===== src/rtl/my_prog_loader_if.sv =====
// Loader byte stream and CPU fetch port for my_prog_loader.
// The master side drives the byte stream and fetch address; the slave is the loader.
interface my_prog_loader_if;
    logic        IN_VALID;
    logic        IN_READY;
    logic [7:0]  IN_DATA;
    logic        IN_LAST;
    logic [15:0] ADDR;
    logic [15:0] DATA;

    modport master (
        output IN_VALID, IN_DATA, IN_LAST, ADDR,
        input  IN_READY, DATA
    );

    modport slave (
        input  IN_VALID, IN_DATA, IN_LAST, ADDR,
        output IN_READY, DATA
    );
endinterface


===== src/rtl/my_prog_loader.sv =====
// Program loader: streams bytes into a small program memory and serves 16-bit big-endian fetches.
// Define MY_PROG_LOADER_CLEAR_EN to zero the whole memory before each load.
module my_prog_loader #(
    parameter int DEPTH = 64,
    parameter int AW    = 6
) (
    input  logic          CK,
    input  logic          RST_N,
    input  logic          START,
    my_prog_loader_if.slave bus,
    output logic          CPU_RUN,
    output logic          BUSY,
    output logic          ERR_OVF,
    output logic [AW:0]   COUNT
);

    typedef enum logic [2:0] {
        ST_IDLE,
        ST_CLEAR,
        ST_LOAD,
        ST_PAD,
        ST_DONE
    } state_t;

    state_t          state_q, state_d;
    logic [AW-1:0]   wp_q, wp_d;
    logic [AW:0]     count_q, count_d;
    logic            err_q, err_d;

    logic [7:0]      mem_q [DEPTH];
    logic            mem_we;
    logic [AW-1:0]   mem_wa;
    logic [7:0]      mem_wd;

    logic            in_ready;
    logic            xfer;
    logic [AW-1:0]   rd_addr;
    logic [AW-1:0]   rd_addr_next;
    logic            unused_addr_bits;

    always_ff @(posedge CK) begin
        if (!RST_N) begin
            state_q <= ST_IDLE;
            wp_q    <= '0;
            count_q <= '0;
            err_q   <= 1'b0;
        end else begin
            state_q <= state_d;
            wp_q    <= wp_d;
            count_q <= count_d;
            err_q   <= err_d;
        end
    end

    // Memory has no reset so a reset mid-load keeps what was already written.
    always_ff @(posedge CK) begin
        if (mem_we) begin
            mem_q[mem_wa] <= mem_wd;
        end
    end

    assign xfer = bus.IN_VALID & in_ready;

    always_comb begin
        state_d = state_q;
        wp_d    = wp_q;
        count_d = count_q;
        err_d   = err_q;
        mem_we  = 1'b0;
        mem_wa  = wp_q;
        mem_wd  = bus.IN_DATA;

        case (state_q)
            ST_IDLE, ST_DONE: begin
                if (START) begin
                    wp_d    = '0;
                    count_d = '0;
                    err_d   = 1'b0;
`ifdef MY_PROG_LOADER_CLEAR_EN
                    state_d = ST_CLEAR;
`else
                    state_d = ST_LOAD;
`endif
                end
            end
`ifdef MY_PROG_LOADER_CLEAR_EN
            // WP doubles as the clear pointer; it wraps back to 0 for the load.
            ST_CLEAR: begin
                mem_we = 1'b1;
                mem_wd = 8'h00;
                wp_d   = wp_q + AW'(1);
                if (wp_q == AW'(DEPTH - 1)) begin
                    state_d = ST_LOAD;
                end
            end
`endif
            ST_LOAD: begin
                if (xfer) begin
                    mem_we  = 1'b1;
                    wp_d    = wp_q + AW'(1);
                    count_d = count_q + (AW + 1)'(1);
                    if (bus.IN_LAST) begin
                        state_d = wp_q[0] ? ST_DONE : ST_PAD;
                    end else if (wp_q == AW'(DEPTH - 1)) begin
                        err_d   = 1'b1;
                        state_d = ST_DONE;
                    end
                end
            end
            ST_PAD: begin
                mem_we  = 1'b1;
                mem_wd  = 8'h00;
                wp_d    = wp_q + AW'(1);
                count_d = count_q + (AW + 1)'(1);
                state_d = ST_DONE;
            end
            default: begin
                state_d = ST_IDLE;
            end
        endcase

        if (!RST_N) begin
            mem_we = 1'b0;
        end
    end

    always_comb begin
        in_ready = (state_q == ST_LOAD);
        CPU_RUN  = (state_q == ST_DONE);
        BUSY     = (state_q == ST_CLEAR) || (state_q == ST_LOAD) || (state_q == ST_PAD);
    end

    // Fetch reads the array directly, so a same-cycle write shows only after the edge.
    assign rd_addr          = bus.ADDR[AW-1:0];
    assign rd_addr_next     = rd_addr + AW'(1);
    assign bus.DATA         = {mem_q[rd_addr], mem_q[rd_addr_next]};
    assign bus.IN_READY     = in_ready;
    assign COUNT            = count_q;
    assign ERR_OVF          = err_q;
    assign unused_addr_bits = ^bus.ADDR[15:AW];

endmodule


===== src/flat_wrapper.sv =====
// flat-port wrapper written by rule: the top's interface ports become plain ports
module my_prog_loader_flat 
#(
    parameter int DEPTH = 64,
    parameter int AW    = 6
)
  (CK, RST_N, START, CPU_RUN, BUSY, ERR_OVF, COUNT, bus_IN_VALID, bus_IN_DATA, bus_IN_LAST, bus_ADDR, bus_IN_READY, bus_DATA);
  my_prog_loader_if bus_i ();
  input  logic CK;
  input  logic RST_N;
  input  logic START;
  output logic CPU_RUN;
  output logic BUSY;
  output logic ERR_OVF;
  output logic [AW:0] COUNT;
  input wire logic [$bits(bus_i.IN_VALID)-1:0] bus_IN_VALID;
  input wire logic [$bits(bus_i.IN_DATA)-1:0] bus_IN_DATA;
  input wire logic [$bits(bus_i.IN_LAST)-1:0] bus_IN_LAST;
  input wire logic [$bits(bus_i.ADDR)-1:0] bus_ADDR;
  output wire logic [$bits(bus_i.IN_READY)-1:0] bus_IN_READY;
  output wire logic [$bits(bus_i.DATA)-1:0] bus_DATA;
  assign bus_i.IN_VALID = bus_IN_VALID;
  assign bus_i.IN_DATA = bus_IN_DATA;
  assign bus_i.IN_LAST = bus_IN_LAST;
  assign bus_i.ADDR = bus_ADDR;
  assign bus_IN_READY = bus_i.IN_READY;
  assign bus_DATA = bus_i.DATA;
  my_prog_loader #(.DEPTH(DEPTH), .AW(AW)) u_core (.CK(CK), .RST_N(RST_N), .START(START), .bus(bus_i), .CPU_RUN(CPU_RUN), .BUSY(BUSY), .ERR_OVF(ERR_OVF), .COUNT(COUNT));
endmodule

===== config.mk =====
export PLATFORM = sky130hd
export DESIGN_NAME = my_prog_loader_flat
export DESIGN_NICKNAME = d
export VERILOG_FILES = /design/src/rtl/my_prog_loader_if.sv /design/src/rtl/my_prog_loader.sv /design/src/flat_wrapper.sv
export SDC_FILE = /design/constraint.sdc
export NUM_CORES = 1
export LEC_CHECK = 0
export ABC_AREA = 1
export CAP_MARGIN = 20
export CORE_AREA = 2 2 274 195
export CTS_CLUSTER_SIZE = 12
export DETAILED_ROUTE_END_ITERATION = 8
export DIE_AREA = 0 0 276 197
export PLACE_DENSITY_LB_ADDON = 0.1
export SLEW_MARGIN = 30
export SYNTH_ARGS = -nofsm -noshare
export SYNTH_HDL_FRONTEND = slang
export SYNTH_SLANG_ARGS = --single-unit

===== constraint.sdc =====
create_clock -name CK -period 6.3 [get_ports CK]
set_clock_uncertainty 0.15 [all_clocks]
set_input_delay 1.26 -clock CK [delete_from_list [all_inputs] [get_ports CK]]
set_output_delay 1.26 -clock CK [all_outputs]
set_load 0.05 [all_outputs]

== After elaboration in Yosys (flattened, before gate mapping) ==
Memory sizes are Yosys's and may differ from the RTL's.
Index checks and enable logic that the tools add are counted.

* Add/sub/neg operators: 3
* Eq/ne operators: 10
* Multiplexer cells: 23
* Bitwise gates (word level): 1
* Reduce and logical (&&, ||, !) cells: 9

{| class="wikitable"
|+ Operator list
! operator !! count
|-
| case mux 7 bit (3 select lines) || 1
|-
| case mux 6 bit (3 select lines) || 1
|-
| 2-to-1 mux 3 bit || 5
|-
| 2-to-1 mux 7 bit || 2
|-
| adder 6 x 1 -> 6 bit, second input constant || 2
|-
| 2-to-1 mux 6 bit || 2
|-
| case mux 3 bit (3 select lines) || 1
|-
| 2-to-1 mux 1 bit || 8
|-
| 2-to-1 mux 8 bit || 1
|-
| != test 2 bit, second input constant || 4
|-
| adder 7 x 1 -> 7 bit, second input constant || 1
|-
| equality test 3 x 2 -> 1 bit, second input constant || 2
|-
| equality test 6 bit, second input constant || 1
|-
| AND reduction 3 bit || 2
|-
| AND reduction 5 bit || 1
|-
| case mux 1 bit (2 select lines) || 2
|-
| equality test 3 x 1 -> 1 bit, second input constant || 1
|-
| equality test 3 bit, second input constant || 1
|-
| logical NOT 3 bit || 1
|-
| != test 3 bit, second input constant || 1
|-
| nonzero test 3 bit || 1
|-
| logical OR 1 bit || 2
|-
| nonzero test 2 bit || 1
|-
| OR reduction 2 bit || 1
|-
| bitwise AND 1 bit || 1
|}

* Flip-flop bits (word level): 17
* RAM bits: 512
* Output and inout bits: 27
* Memories kept: 1

{| class="wikitable"
|+ Memory list
! memory !! words !! width !! read ports !! clocked after memory_dff !! write ports !! line !! source
|-
| u_core.mem_q || 64 || 8 || 2 || 0 || 1 || my_prog_loader.sv:30 || <nowiki>logic [7:0] mem_q [DEPTH];</nowiki>
|}

== Depth between registers and ports, before layout ==
* Word-level depth: 7
* Mapped depth: 12

== Least setup slack after synthesis ==
Ideal clock, no wire load.

* Kind: input -> output
* From: input bus_ADDR[0]
* To: output bus_DATA[3]
* Arrival time: 2.964 ns
* Data required time: 4.890 ns
* Slack: 1.926 ns
* Cell stages on the path: 10
* Path through: ha_1 buf_2 clkbuf_1 buf_1 nand3_1 nand3_1 nand3_1 nand3_1 nand3_1 nand2_1

* Word-level cells in the longest chain between the ends: 2

{| class="wikitable"
|+ RTL lines
! element !! line !! source
|-
| start, declared || flat_wrapper.sv:19 || <nowiki>input wire logic [$bits(bus_i.ADDR)-1:0] bus_ADDR;</nowiki>
|-
| adder 6 x 1 -> 6 bit || my_prog_loader.sv:135 || <nowiki>assign rd_addr_next = rd_addr + AW'(1);</nowiki>
|-
| memory (64 x 8 bit) || - ||
|-
| end, declared || flat_wrapper.sv:21 || <nowiki>output wire logic [$bits(bus_i.DATA)-1:0] bus_DATA;</nowiki>
|}

Every way passes these cells.

== Final worst setup path ==
* From: input bus_ADDR[3]
* To: output bus_DATA[6]

The elaborated chain is that of the path after synthesis.

==> flow_metrics.env <==
export IMPL_run_status="finished with violations"
export IMPL_violations="DRC"
export IMPL_detail_route_antenna_nets=0
export IMPL_finalWorstSetupSlack_ns=0.678
export IMPL_synth_area_um2=27700
export IMPL_syn_nets=3393
export IMPL_crit_path_max_fanout=16
export IMPL_switching_power_mw=2.15
export IMPL_drive_gt1_share_pct=5.15
export IMPL_min_period_over_period_pct=89.2
export IMPL_period_needed_ns=5.62
export IMPL_drc=1
export IMPL_reg2reg_from="u_core.state_q[1]"
export IMPL_dp_slack_ns=0.871
export IMPL_wl_per_cell_um=21.4
export IMPL_synth_cells=3361
export IMPL_post_cts_resized=0
export IMPL_fp_dieH_um=197
export IMPL_synth_warnings=0
export IMPL_cts_tree="done"
export IMPL_die_area_um2=54400
export IMPL_crit_type="primary input to primary output"
export IMPL_start_util_pct=53.5
export IMPL_cts_buffer_depth=3
export IMPL_die_width_um=276
export IMPL_fmax_mhz=178
export IMPL_cp_arrival_ns=4.21
export IMPL_synthToLayoutAreaGrowth_pct=10.2
export IMPL_ir_drop_v=0.000219
export IMPL_synth_seq_area_share_pct=56.8
export IMPL_r2r_slack_ns=2.63
export IMPL_timing_slew_headroom_pct=28.0
export IMPL_p_leak_nw=12.5
export IMPL_critPathLaunchType="primary input"
export IMPL_synth_distinct_cells=30
export IMPL_track_usage_pct=31.3
export IMPL_num_rows=70
export IMPL_clock_latency_ns=0.61
export IMPL_port_buffers=45
export IMPL_worstPathRequired_ns=4.89
export IMPL_gp_congestion=0.913
export IMPL_cts_hold_buffers=0
export IMPL_place_hpwl_mm=51.5
export IMPL_synth_top_area_cell="edfxtp_1"
export IMPL_path_cells="clkdlybuf4s50_1, inv_1, nand2_1, nand2_1, inv_1, buf_4, nand3_1, nand3_1, nand3_1, nand2_1, buf_12"
export IMPL_power_frac_seq_pct=48.6
export IMPL_drv_slew=0
export IMPL_rsz0062_at_grt="no"
export IMPL_cp_startpoint="bus_ADDR[3]"
export IMPL_antenna_found_initial=0
export IMPL_grt_pass1_vias=22000
export IMPL_worstMarginPinSlew_ns=1.08
export IMPL_synth_area_top_cells="edfxtp_1 56%, nand2_1 18%, nand3_1 14%, inv_1 2.8%, nor2_1 2.7%"
export IMPL_diodes=0
export IMPL_slowest_stage="clkdlybuf4s50_1"
export IMPL_dr_pass1_iters=9
export IMPL_internal_power_mw=5.81
export IMPL_r2r_cells=8
export IMPL_hold_viol=0
export IMPL_clkPwrFrac_pct=37.2
export IMPL_grt_pass1_wl_mm=129
export IMPL_yosys_area_top_type_share_pct=55.6
export IMPL_finalWirelength_mm=85.9
export IMPL_ys_ff_latch=529
export IMPL_regToRegEndpoint="u_core.mem_q[58][2]"
export IMPL_setup_violations_final=0
export IMPL_grt_remaining_overflow=0
export IMPL_clkTransAtPathRegs_ns=0.06
export IMPL_final_nets=3338
export IMPL_p_sw_share_pct=27.0
export IMPL_layout_commonest_cell="nand2_1"
export IMPL_power_mw=7.97
export IMPL_avgSynthCellArea_um2=8.23
export IMPL_clock_sinks=529
export IMPL_core_area_um2=51700
export IMPL_vias=24000
export IMPL_ioPinCount=56
export IMPL_vias_per_cell=5.96
export IMPL_hold_path_class="flop to flop"
export IMPL_htree_levels=2
export IMPL_cts_setup_buffers=0
export IMPL_finalSetupTns_ns=0
export IMPL_cts_buffers=54
export IMPL_final_cell_mix="1,344 x nand2_1, 761 x nand3_1, 512 x edfxtp_1"
export IMPL_final_core_util_pct=59.0
export IMPL_first_iter_violations=3420
export IMPL_powerDensity_nw_per_um2=262
export IMPL_combPwrFrac_pct=14.2
export IMPL_cts_root_buf="clkbuf_16"
export IMPL_cap_violations=0
export IMPL_cp_slowest_stage_delay_ns=0.73
export IMPL_cp_end_kind="primary output"
export IMPL_grt_max_degree=155
export IMPL_crit_path_end="bus_DATA[6]"
[cell type report]
| class | instances | area (µm²) |
|---|---|---|
| multi-input combinational | 2407 | 10300 |
| timing repair buffer | 104 | 1200 |
| tap | 684 | 856 |
| inverter | 210 | 803 |
| fill | 4461 | 21200 |
| clock buffer | 73 | 1480 |
| clock inverter | 17 | 77.6 |
| sequential | 529 | 15700 |
[worst min path at each step]
stage	startpoint	depth (start not counted)	endpoint	slack (ns)
floorplan	u_core.state_q[2]	2	u_core.state_q[2]	0.33
global placement	u_core.COUNT[5]	2	u_core.COUNT[5]	0.33
detailed placement	u_core.COUNT[2]	2	u_core.COUNT[2]	0.34
CTS	u_core.COUNT[2]	2	u_core.COUNT[2]	0.35
global route	u_core.COUNT[2]	2	u_core.COUNT[2]	0.37
finish	u_core.COUNT[2]	2	u_core.COUNT[2]	0.35
[power by group through the flow]
stage	Combinational (mW)	Clock (mW)	Sequential [mW]
after detailed placement	1.10	0	3.95
after global placement	1.09	0	3.95
after floorplan	0.670	0	3.95
after global routing	1.21	3.12	3.87
after CTS	1.11	2.98	3.87
final	1.13	2.96	3.87
[cell families after synthesis]
logic type | after synthesis | synth area share [%]
adder cells (fa/ha/maj) | 3 | 0.136
flip-flops | 529 | 56.8
XOR/XNOR | 5 | 0.240
buffers and inverters | 425 | 6.22
AO/OA/AOI/OAI | 81 | 1.52
AND/OR/NAND/NOR | 2318 | 35.1
[per-stage QoR]
| step | instance area [µm²] | cells | hold slack (ns) |
|---|---|---|---|
| 6_report | 30500 | 4024 | 0.353 |
| 5_1_grt | 30500 | 4024 | 0.374 |
| 4_1_cts | 30400 | 4023 | 0.354 |
| 3_5_place_dp | 28900 | 3933 | 0.343 |
| 3_3_place_gp | 28900 | 3933 | 0.333 |
| 2_1_floorplan | 27700 | 3361 | 0.329 |
[per-layer routing]
layer / up-vias / global-route usage (%) / share of wire (%)
met4: 0 / 12.2 / 3.6
met2: 1416 / 47.6 / 43
met5: - / 0 / 0
li1: 11000 / - / -
met1: 11400 / 44.6 / 40
met3: 196 / 6.25 / 12
[worst max-delay path: cells and delay by family]
| family | cells | cell delay [ns] |
|---|---|---|
| simple gates | 6 | 0.85 |
| buf+inv | 5 | 2.08 |
[sequential cells by signal, summed over array words and instances (netlist names)]
signal	count
u_core.mem_wa	6
u_core.mem_q	512
u_core.state_q	3
u_core.ERR_OVF	1
u_core.COUNT	7
[Yosys cell counts (all sizes together)]
master / number
nand2: 1345
buf: 119
a21oi: 12
o211ai: 2
or2: 1
nand3: 763
clkinv: 4
inv: 206
xor2: 4
and3: 1
ha: 3
edfxtp: 512
nor2: 198
nor3: 4
dfxtp: 17
xnor2: 1
nor3b: 1
a22oi: 2
o21ai: 63
a31oi: 1
nand4: 5
clkbuf: 96
o31ai: 1
Note: power is estimated with default switching activity, not from simulation.
